File: src/rtl/tracker_pkg.sv
// tracker_pkg: constants and types shared by the tracker front end.
//   - Default 640x480 video timing (800x525 total) and object size.
//   - RGB888 colour constants for object, background, grid and blanking.
//   - svs_state_t: synthetic video source run-control states.
//   - axis_step(): one frame of bounce motion along one axis.
package tracker_pkg;

  localparam int unsigned DEF_H_ACTIVE = 640;
  localparam int unsigned DEF_H_FP     = 16;
  localparam int unsigned DEF_H_SYNC   = 96;
  localparam int unsigned DEF_H_BP     = 48;
  localparam int unsigned DEF_V_ACTIVE = 480;
  localparam int unsigned DEF_V_FP     = 10;
  localparam int unsigned DEF_V_SYNC   = 2;
  localparam int unsigned DEF_V_BP     = 33;
  localparam int unsigned DEF_OBJ_SIZE = 32;

  localparam logic [23:0] COLOR_OBJ   = 24'hFFFFFF;
  localparam logic [23:0] COLOR_BG    = 24'h202020;
  localparam logic [23:0] COLOR_GRID  = 24'h303030;
  localparam logic [23:0] COLOR_BLANK = 24'h000000;

  typedef enum logic [1:0] {
    StIdle     = 2'd0,
    StRun      = 2'd1,
    StStopPend = 2'd2
  } svs_state_t;

  typedef struct packed {
    logic [15:0] pos;
    logic        dir;  // 1: increasing
  } obj_axis_t;

  // 17-bit arithmetic so pos+step can exceed the 16-bit range without wrapping.
  function automatic obj_axis_t axis_step(input logic [15:0] pos, input logic dir,
                                          input logic [3:0] step, input logic [16:0] max_pos);
    obj_axis_t   r;
    logic [16:0] fwd;
    fwd   = {1'b0, pos} + {13'd0, step};
    r.pos = pos;
    r.dir = dir;
    if (dir) begin
      if (fwd > max_pos) begin
        r.pos = max_pos[15:0];
        r.dir = 1'b0;
      end else begin
        r.pos = fwd[15:0];
      end
    end else begin
      if ({13'd0, step} > {1'b0, pos}) begin
        r.pos = 16'd0;
        r.dir = 1'b1;
      end else begin
        r.pos = pos - {12'd0, step};
      end
    end
    return r;
  endfunction

endpackage

File: src/rtl/video_timing_counter.sv
// video_timing_counter: horizontal/vertical pixel counters and region decode.
//   clk_i       pixel clock
//   rst_ni      asynchronous active-low reset
//   run_i       count enable; counters are cleared to 0 while low
//   h_cnt_o     pixel index within the line
//   v_cnt_o     line index within the frame
//   active_o    counters are inside the active area
//   h_sync_o    unregistered horizontal sync decode
//   v_sync_o    unregistered vertical sync decode
//   frame_end_o last cycle of the frame while running
module video_timing_counter
  import tracker_pkg::*;
#(
  parameter int unsigned H_ACTIVE = DEF_H_ACTIVE,
  parameter int unsigned H_FP     = DEF_H_FP,
  parameter int unsigned H_SYNC   = DEF_H_SYNC,
  parameter int unsigned H_BP     = DEF_H_BP,
  parameter int unsigned V_ACTIVE = DEF_V_ACTIVE,
  parameter int unsigned V_FP     = DEF_V_FP,
  parameter int unsigned V_SYNC   = DEF_V_SYNC,
  parameter int unsigned V_BP     = DEF_V_BP
) (
  input  logic        clk_i,
  input  logic        rst_ni,
  input  logic        run_i,
  output logic [15:0] h_cnt_o,
  output logic [15:0] v_cnt_o,
  output logic        active_o,
  output logic        h_sync_o,
  output logic        v_sync_o,
  output logic        frame_end_o
);

  localparam logic [15:0] HLast    = 16'(H_ACTIVE + H_FP + H_SYNC + H_BP - 1);
  localparam logic [15:0] VLast    = 16'(V_ACTIVE + V_FP + V_SYNC + V_BP - 1);
  localparam logic [15:0] HAct     = 16'(H_ACTIVE);
  localparam logic [15:0] VAct     = 16'(V_ACTIVE);
  localparam logic [15:0] HsStart  = 16'(H_ACTIVE + H_FP);
  localparam logic [15:0] HsEnd    = 16'(H_ACTIVE + H_FP + H_SYNC);
  localparam logic [15:0] VsStart  = 16'(V_ACTIVE + V_FP);
  localparam logic [15:0] VsEnd    = 16'(V_ACTIVE + V_FP + V_SYNC);

  logic [15:0] h_cnt_q, h_cnt_d, v_cnt_q, v_cnt_d;
  logic        line_end;

  always_comb begin
    line_end    = (h_cnt_q == HLast);
    frame_end_o = run_i && line_end && (v_cnt_q == VLast);
    h_cnt_d     = h_cnt_q + 16'd1;
    v_cnt_d     = v_cnt_q;
    if (!run_i) begin
      h_cnt_d = '0;
      v_cnt_d = '0;
    end else if (line_end) begin
      h_cnt_d = '0;
      v_cnt_d = (v_cnt_q == VLast) ? 16'd0 : v_cnt_q + 16'd1;
    end
  end

  always_ff @(posedge clk_i or negedge rst_ni) begin
    if (!rst_ni) begin
      h_cnt_q <= '0;
      v_cnt_q <= '0;
    end else begin
      h_cnt_q <= h_cnt_d;
      v_cnt_q <= v_cnt_d;
    end
  end

  always_comb begin
    active_o = (h_cnt_q < HAct) && (v_cnt_q < VAct);
    h_sync_o = (h_cnt_q >= HsStart) && (h_cnt_q < HsEnd);
    v_sync_o = (v_cnt_q >= VsStart) && (v_cnt_q < VsEnd);
  end

  assign h_cnt_o = h_cnt_q;
  assign v_cnt_o = v_cnt_q;

endmodule

File: src/rtl/synthetic_video_source.sv
// synthetic_video_source: video timing generator with a bouncing white square on a dark
// background, used in place of a camera so bounding-box results are known exactly.
//   clk          pixel clock
//   rst          asynchronous active-low reset
//   enable       run request, honoured at frame boundaries
//   obj_step     object motion per frame on both axes (sampled on the frame-end cycle)
//   h_sync       active-high horizontal sync
//   v_sync       active-high vertical sync
//   de           active-area data enable
//   pixel_out    RGB888 pixel
//   x_pos/y_pos  coordinates of pixel_out, 0 outside the active area
//   frame_start  one-cycle pulse with pixel (0,0)
// All outputs are registered, one cycle behind the counters.
// Optional build macro SVS_GRID_EN: draws a 64-pixel grid in the background.
module synthetic_video_source
  import tracker_pkg::*;
#(
  parameter int unsigned H_ACTIVE = DEF_H_ACTIVE,
  parameter int unsigned H_FP     = DEF_H_FP,
  parameter int unsigned H_SYNC   = DEF_H_SYNC,
  parameter int unsigned H_BP     = DEF_H_BP,
  parameter int unsigned V_ACTIVE = DEF_V_ACTIVE,
  parameter int unsigned V_FP     = DEF_V_FP,
  parameter int unsigned V_SYNC   = DEF_V_SYNC,
  parameter int unsigned V_BP     = DEF_V_BP,
  parameter int unsigned OBJ_SIZE = DEF_OBJ_SIZE  // must be below H_ACTIVE and V_ACTIVE
) (
  input  logic        clk,
  input  logic        rst,
  input  logic        enable,
  input  logic [3:0]  obj_step,
  output logic        h_sync,
  output logic        v_sync,
  output logic        de,
  output logic [23:0] pixel_out,
  output logic [15:0] x_pos,
  output logic [15:0] y_pos,
  output logic        frame_start
);

  localparam logic [16:0] XMax   = 17'(H_ACTIVE - OBJ_SIZE);
  localparam logic [16:0] YMax   = 17'(V_ACTIVE - OBJ_SIZE);
  localparam logic [16:0] ObjExt = 17'(OBJ_SIZE);

  svs_state_t  state_q, state_d;
  logic        run;
  logic [15:0] h_cnt, v_cnt;
  logic        active, hs_c, vs_c, frame_end;

  video_timing_counter #(
    .H_ACTIVE (H_ACTIVE),
    .H_FP     (H_FP),
    .H_SYNC   (H_SYNC),
    .H_BP     (H_BP),
    .V_ACTIVE (V_ACTIVE),
    .V_FP     (V_FP),
    .V_SYNC   (V_SYNC),
    .V_BP     (V_BP)
  ) u_timing (
    .clk_i       (clk),
    .rst_ni      (rst),
    .run_i       (run),
    .h_cnt_o     (h_cnt),
    .v_cnt_o     (v_cnt),
    .active_o    (active),
    .h_sync_o    (hs_c),
    .v_sync_o    (vs_c),
    .frame_end_o (frame_end)
  );

  assign run = (state_q != StIdle);

  // Stopping only takes effect at frame end so a partial frame is never emitted.
  always_comb begin
    state_d = state_q;
    unique case (state_q)
      StIdle:     if (enable) state_d = StRun;
      StRun:      if (!enable) state_d = frame_end ? StIdle : StStopPend;
      StStopPend: begin
        if (enable)         state_d = StRun;
        else if (frame_end) state_d = StIdle;
      end
      default:    state_d = StIdle;
    endcase
  end

  always_ff @(posedge clk or negedge rst) begin
    if (!rst) state_q <= StIdle;
    else      state_q <= state_d;
  end

  // Object position: updated once per frame on the frame-end cycle.
  logic [15:0] obj_x_q, obj_y_q;
  logic        dir_x_q, dir_y_q;
  obj_axis_t   nx, ny;

  always_comb begin
    nx = axis_step(obj_x_q, dir_x_q, obj_step, XMax);
    ny = axis_step(obj_y_q, dir_y_q, obj_step, YMax);
  end

  always_ff @(posedge clk or negedge rst) begin
    if (!rst) begin
      obj_x_q <= '0;
      obj_y_q <= '0;
      dir_x_q <= 1'b1;
      dir_y_q <= 1'b1;
    end else if (frame_end) begin
      obj_x_q <= nx.pos;
      obj_y_q <= ny.pos;
      dir_x_q <= nx.dir;
      dir_y_q <= ny.dir;
    end
  end

  // Pixel mux
  logic        in_obj;
  logic [23:0] bg, pix_d;

  always_comb begin
    in_obj = ({1'b0, h_cnt} >= {1'b0, obj_x_q}) && ({1'b0, h_cnt} < {1'b0, obj_x_q} + ObjExt) &&
             ({1'b0, v_cnt} >= {1'b0, obj_y_q}) && ({1'b0, v_cnt} < {1'b0, obj_y_q} + ObjExt);
`ifdef SVS_GRID_EN
    bg = ((h_cnt[5:0] == 6'd0) || (v_cnt[5:0] == 6'd0)) ? COLOR_GRID : COLOR_BG;
`else
    bg = COLOR_BG;
`endif
    if (!active)     pix_d = COLOR_BLANK;
    else if (in_obj) pix_d = COLOR_OBJ;
    else             pix_d = bg;
  end

  // Output registers; counters sit at (0,0) in idle, so every output is gated by run.
  always_ff @(posedge clk or negedge rst) begin
    if (!rst) begin
      h_sync      <= 1'b0;
      v_sync      <= 1'b0;
      de          <= 1'b0;
      pixel_out   <= COLOR_BLANK;
      x_pos       <= '0;
      y_pos       <= '0;
      frame_start <= 1'b0;
    end else begin
      h_sync      <= run && hs_c;
      v_sync      <= run && vs_c;
      de          <= run && active;
      pixel_out   <= run ? pix_d : COLOR_BLANK;
      x_pos       <= (run && active) ? h_cnt : 16'd0;
      y_pos       <= (run && active) ? v_cnt : 16'd0;
      frame_start <= run && (h_cnt == 16'd0) && (v_cnt == 16'd0);
    end
  end

endmodule

File: config.mk
export PLATFORM = sky130hd
export DESIGN_NAME = synthetic_video_source
export DESIGN_NICKNAME = d
export VERILOG_FILES = /design/src/rtl/tracker_pkg.sv /design/src/rtl/video_timing_counter.sv /design/src/rtl/synthetic_video_source.sv
export SDC_FILE = /design/constraint.sdc
export NUM_CORES = 1
export LEC_CHECK = 0
export BUFFER_PORTS_ARGS = -buffer_cell sky130_fd_sc_hd__buf_2
export CAP_MARGIN = 20
export CORE_MARGIN = 5
export CORE_UTILIZATION = 30
export CTS_BUF_LIST = sky130_fd_sc_hd__clkbuf_4
export DETAILED_ROUTE_END_ITERATION = 12
export SYNTH_ARGS = -nofsm -noshare
export SYNTH_HDL_FRONTEND = slang
export SYNTH_SLANG_ARGS = --single-unit
File: constraint.sdc
create_clock -name clk -period 6.4 [get_ports clk]
set_input_delay 1.28 -clock clk [delete_from_list [all_inputs] [get_ports clk]]
set_output_delay 1.28 -clock clk [all_outputs]
set_load 0.02 [all_outputs]
==> impl_metrics.csv <==
group,metric,value,unit
outcome,status,"finished clean",
timing,tns,0,ns
logic_synthesis,synthAdderAreaFrac,0.1323,
timing,setup_ws,2.691,ns
timing,min_period,3.709,ns
logic_synthesis,synthCells,921,
clocking,cts_buffer_depth,2,
logic_synthesis,synthesis.area,7980,um2
layout,drive_gt1_frac,0.1160,
logic_synthesis,synth_top_area_share,0.3230,
layout,area_growth,8.576,%
floorplanning,core,26130,um2
critical_path,path_cells,"buf_2 -> inv_1 -> ha_1 -> nand2b_1 -> a2111o_1 -> a21boi_0 -> xnor2_1 -> a2111oi_4 -> nor3_2 -> nand3_1 -> a22oi_1",
global_route,groute.usage.overall,0.1404,
global_route,first_global_vias,6713,
timing,rsz0062_at_grt,"no",
timing,fin_crit_sh,0.5796,
clocking,cts.sinks,105,
timing,worstMarginPinSlew,0.9945,ns
power_and_ir_drop,swShare,0.3044,
logic_synthesis,yosysWarnings,0,
critical_path,arrival,4.16,ns
floorplanning,ioPinCount,67,
logic_synthesis,synth_mux_area_frac,0.009094,
timing,fmax,269.6,MHz
power_and_ir_drop,vdd_drop_max,0.1002,mV
timing,setup_violations,0,
placement,placed_area,8479,um2
clocking,cts_tree,"built",
logic_synthesis,synth_seq_area_share,0.3296,
floorplanning,die_x,173.1,um
power_and_ir_drop,p_sw,401.9,uW
global_route,grt_max_degree,59,
logic_synthesis,synth_most_common_cell,"dfrtp_1",
timing,report.final.slew_viol_count,0,
detailed_routing,wl_per_cell,16.33,um
placement,hpwlAfterDp,15.79,mm
power_and_ir_drop,p_seq_frac,0.531,
global_route,grt_pass1_wl,35.21,mm
critical_path,reg2reg_depth,7,
logic_synthesis,yosys.area_share.simple,0.2126,
layout,final_nets,1041,
critical_path,cp_max_fo,10,
timing,hold_viol,0,
placement,port_buffers,66,
logic_synthesis,avgSynthCellArea,8.665,um2
layout,utilization,0.3316,
power_and_ir_drop,pwr-share-comb,0.137,
detailed_routing,drtIter0Drc,530,
clocking,clk_latency,0.54,ns
hold_path,hold_depth,1,
global_route,grt_antenna_before_repair,1,
floorplanning,fp.dieH,173.1,um
critical_path,required,6.85,ns
layout,finalInstanceArea,8665,um2
logic_synthesis,synth-seq-cells,105,
critical_path,setup.worst_path.class,"input pin to register",
detailed_routing,wl,21.12,mm
power_and_ir_drop,power.density,152.4,nW/um2
detailed_routing,vias,6869,
clocking,cts.clk_slew.worst_paths,0.19,ns
floorplanning,rows,59,
floorplanning,fp.dieArea,29960,um2
job,drv_cap,0,
logic_synthesis,ys_types,75,
detailed_routing,ant_nets,0,
layout,final_cells,1293,
logic_synthesis,synth_xor_area_frac,0.04500,
clocking,cts_setup_buffers,0,
floorplanning,start_util,0.3054,
power_and_ir_drop,clockPowerShare,0.332,
critical_path,critical-path-max-stage-delay,0.62,ns
logic_synthesis,synth-compound-area-share,0.2027,
timing,slew-limit-headroom,0.3370,
logic_synthesis,async_flop_share,1.000,
logic_synthesis,yosysTopAreaCell,"dfrtp_1",
clocking,cts_resized,0,
power_and_ir_drop,p_leak,0.003923,uW
logic_synthesis,ys_top_cells_by_count,"dfrtp_1 (103), ha_1 (78), o21ai_0 (78), nor2_1 (62), nand2_1 (56)",
placement,place_ws,2.173,ns
detailed_routing,vias_per_cell,5.312,
detailed_routing,drc_errors,0,
clocking,cts-root-buf,"clkbuf_4",
critical_path,setup.worst_path.start_class,"input pin",
hold_path,hold_path.class,"register to register",
detailed_routing,first_pass_iters,5,
clocking,numCtsBuffers,9,
logic_synthesis,synthFlopType,"dfrtp_1",
critical_path,crit_family,"compound AO/OA/AOI/OAI gates",
global_route,grt.overflow.total,0,
timing,finClkSkew,0.05253,ns
clocking,cts-hold-fix-buffers,0,
logic_synthesis,yosys-top-cells-area,"dfrtp_1 (32%), ha_1 (12%), o21ai_0 (4.9%)",
critical_path,path_buf_inv,2,
clocking,h-tree-depth,3,
logic_synthesis,synth_edf_count,0,
logic_synthesis,synth_top_family_by_area,"simple AND/OR/NAND/NOR gates",
critical_path,end_kind,"register",
placement,dp.cells,1276,
critical_path,crit_path_top_delay_cell,"nor3_2",
placement,gp_congestion,0.8692,
critical_path,crit_cells,11,
power_and_ir_drop,p_int,918.5,uW
[area by class of cell]
cell class,count,area (um2)
well taps,335,419.2
fillers,2796,17470
repair buffers,71,370.4
multi-input cells,711,4857
clock inverters,6,107.6
clock buffers,10,75.07
diodes,1,2.502
inverters,54,202.7
flip-flops and latches,105,2630
[cell usage in the layout, fill, tap and decap left out, types with 13 or more instances in the layout]
cell type / netlist / layout
dfrtp_1: 103 / 103
o21ai_0: 78 / 78
ha_1: 78 / 78
buf_2: 9 / 65
nor2_1: 62 / 62
nand2_1: 56 / 56
inv_1: 52 / 52
a21oi_1: 46 / 46
nand3_1: 39 / 39
xnor2_1: 30 / 30
nor3_1: 26 / 26
and2_1: 23 / 23
nand2b_1: 19 / 19
a21o_1: 19 / 19
nand4_1: 16 / 16
and3_1: 15 / 15
nor2b_1: 15 / 15
nor4_1: 13 / 13
a31oi_1: 13 / 13
conb_1: 1 / 13
[per-layer routing]
metal,wire (um),part of all wire,up-vias,GRT usage
met5,0,0,-,0
met4,325,0.015,0,0.03259
met3,842,0.040,24,0.02773
met2,10190,0.48,149,0.2376
met1,9759,0.46,3340,0.1859
li1,-,-,3356,-
[final timing paths]
path | startpoint | to | slack [ns]
max | obj_step[1] | obj_y_q[3] | 2.69
min reg2reg | state_q[0] | state_q[0] | 0.52
min in group asynchronous | rst | obj_x_q[1] | 0.80
min | state_q[0] | state_q[0] | 0.52
max reg2reg | u_timing.h_cnt_o[6] | obj_x_q[13] | 3.00
max in group asynchronous | rst | y_pos[8] | 4.45
[metrics by stage]
stage	hold WS, ns	total power [uW]
final	0.5157	1320
after global routing	0.5440	1389
after CTS	0.5232	1337
after detailed placement	0.5041	896.1
after global placement	0.4896	894.5
after floorplan	0.4676	831.9
[sequential cells by signal, indices dropped and copies added, names as in the netlist]
register	cells
dir_x_q	1
dir_y_q	1
frame_start	1
h_sync	1
obj_x_q	16
obj_y_q	16
pixel_out	2
state_q	2
u_timing.h_cnt_o	16
u_timing.v_cnt_o	16
v_sync	1
x_pos	16
y_pos	16
[power by group through the flow]
stage	combinational [uW]	sequential [uW]	clock (uW)
after global routing	205	706	478
after global placement	181	714	0
after floorplan	109	722	0
after CTS	183	702	452
after detailed placement	182	714	0
final	181	701	438
[cell families (layout without fill, tap and decap cells)]
family          count (synthesis)  in the layout
compound gates                248            248
xor+xnor                       41             41
fa+ha+maj                      82             82
buf+inv                       117            141
flops                         105            105
mux                             7              7
other cells                     1             14
simple gates                  320            320
[worst reg2reg max path: cells and delay by family, from the launching register on]
kind	cells	cell delay [ns]
AOI/OAI and AO/OA	1	0.08
DFF	1	0.53
and+or+nand+nor	6	2.76
Note: power is estimated with default switching activity, not from simulation.
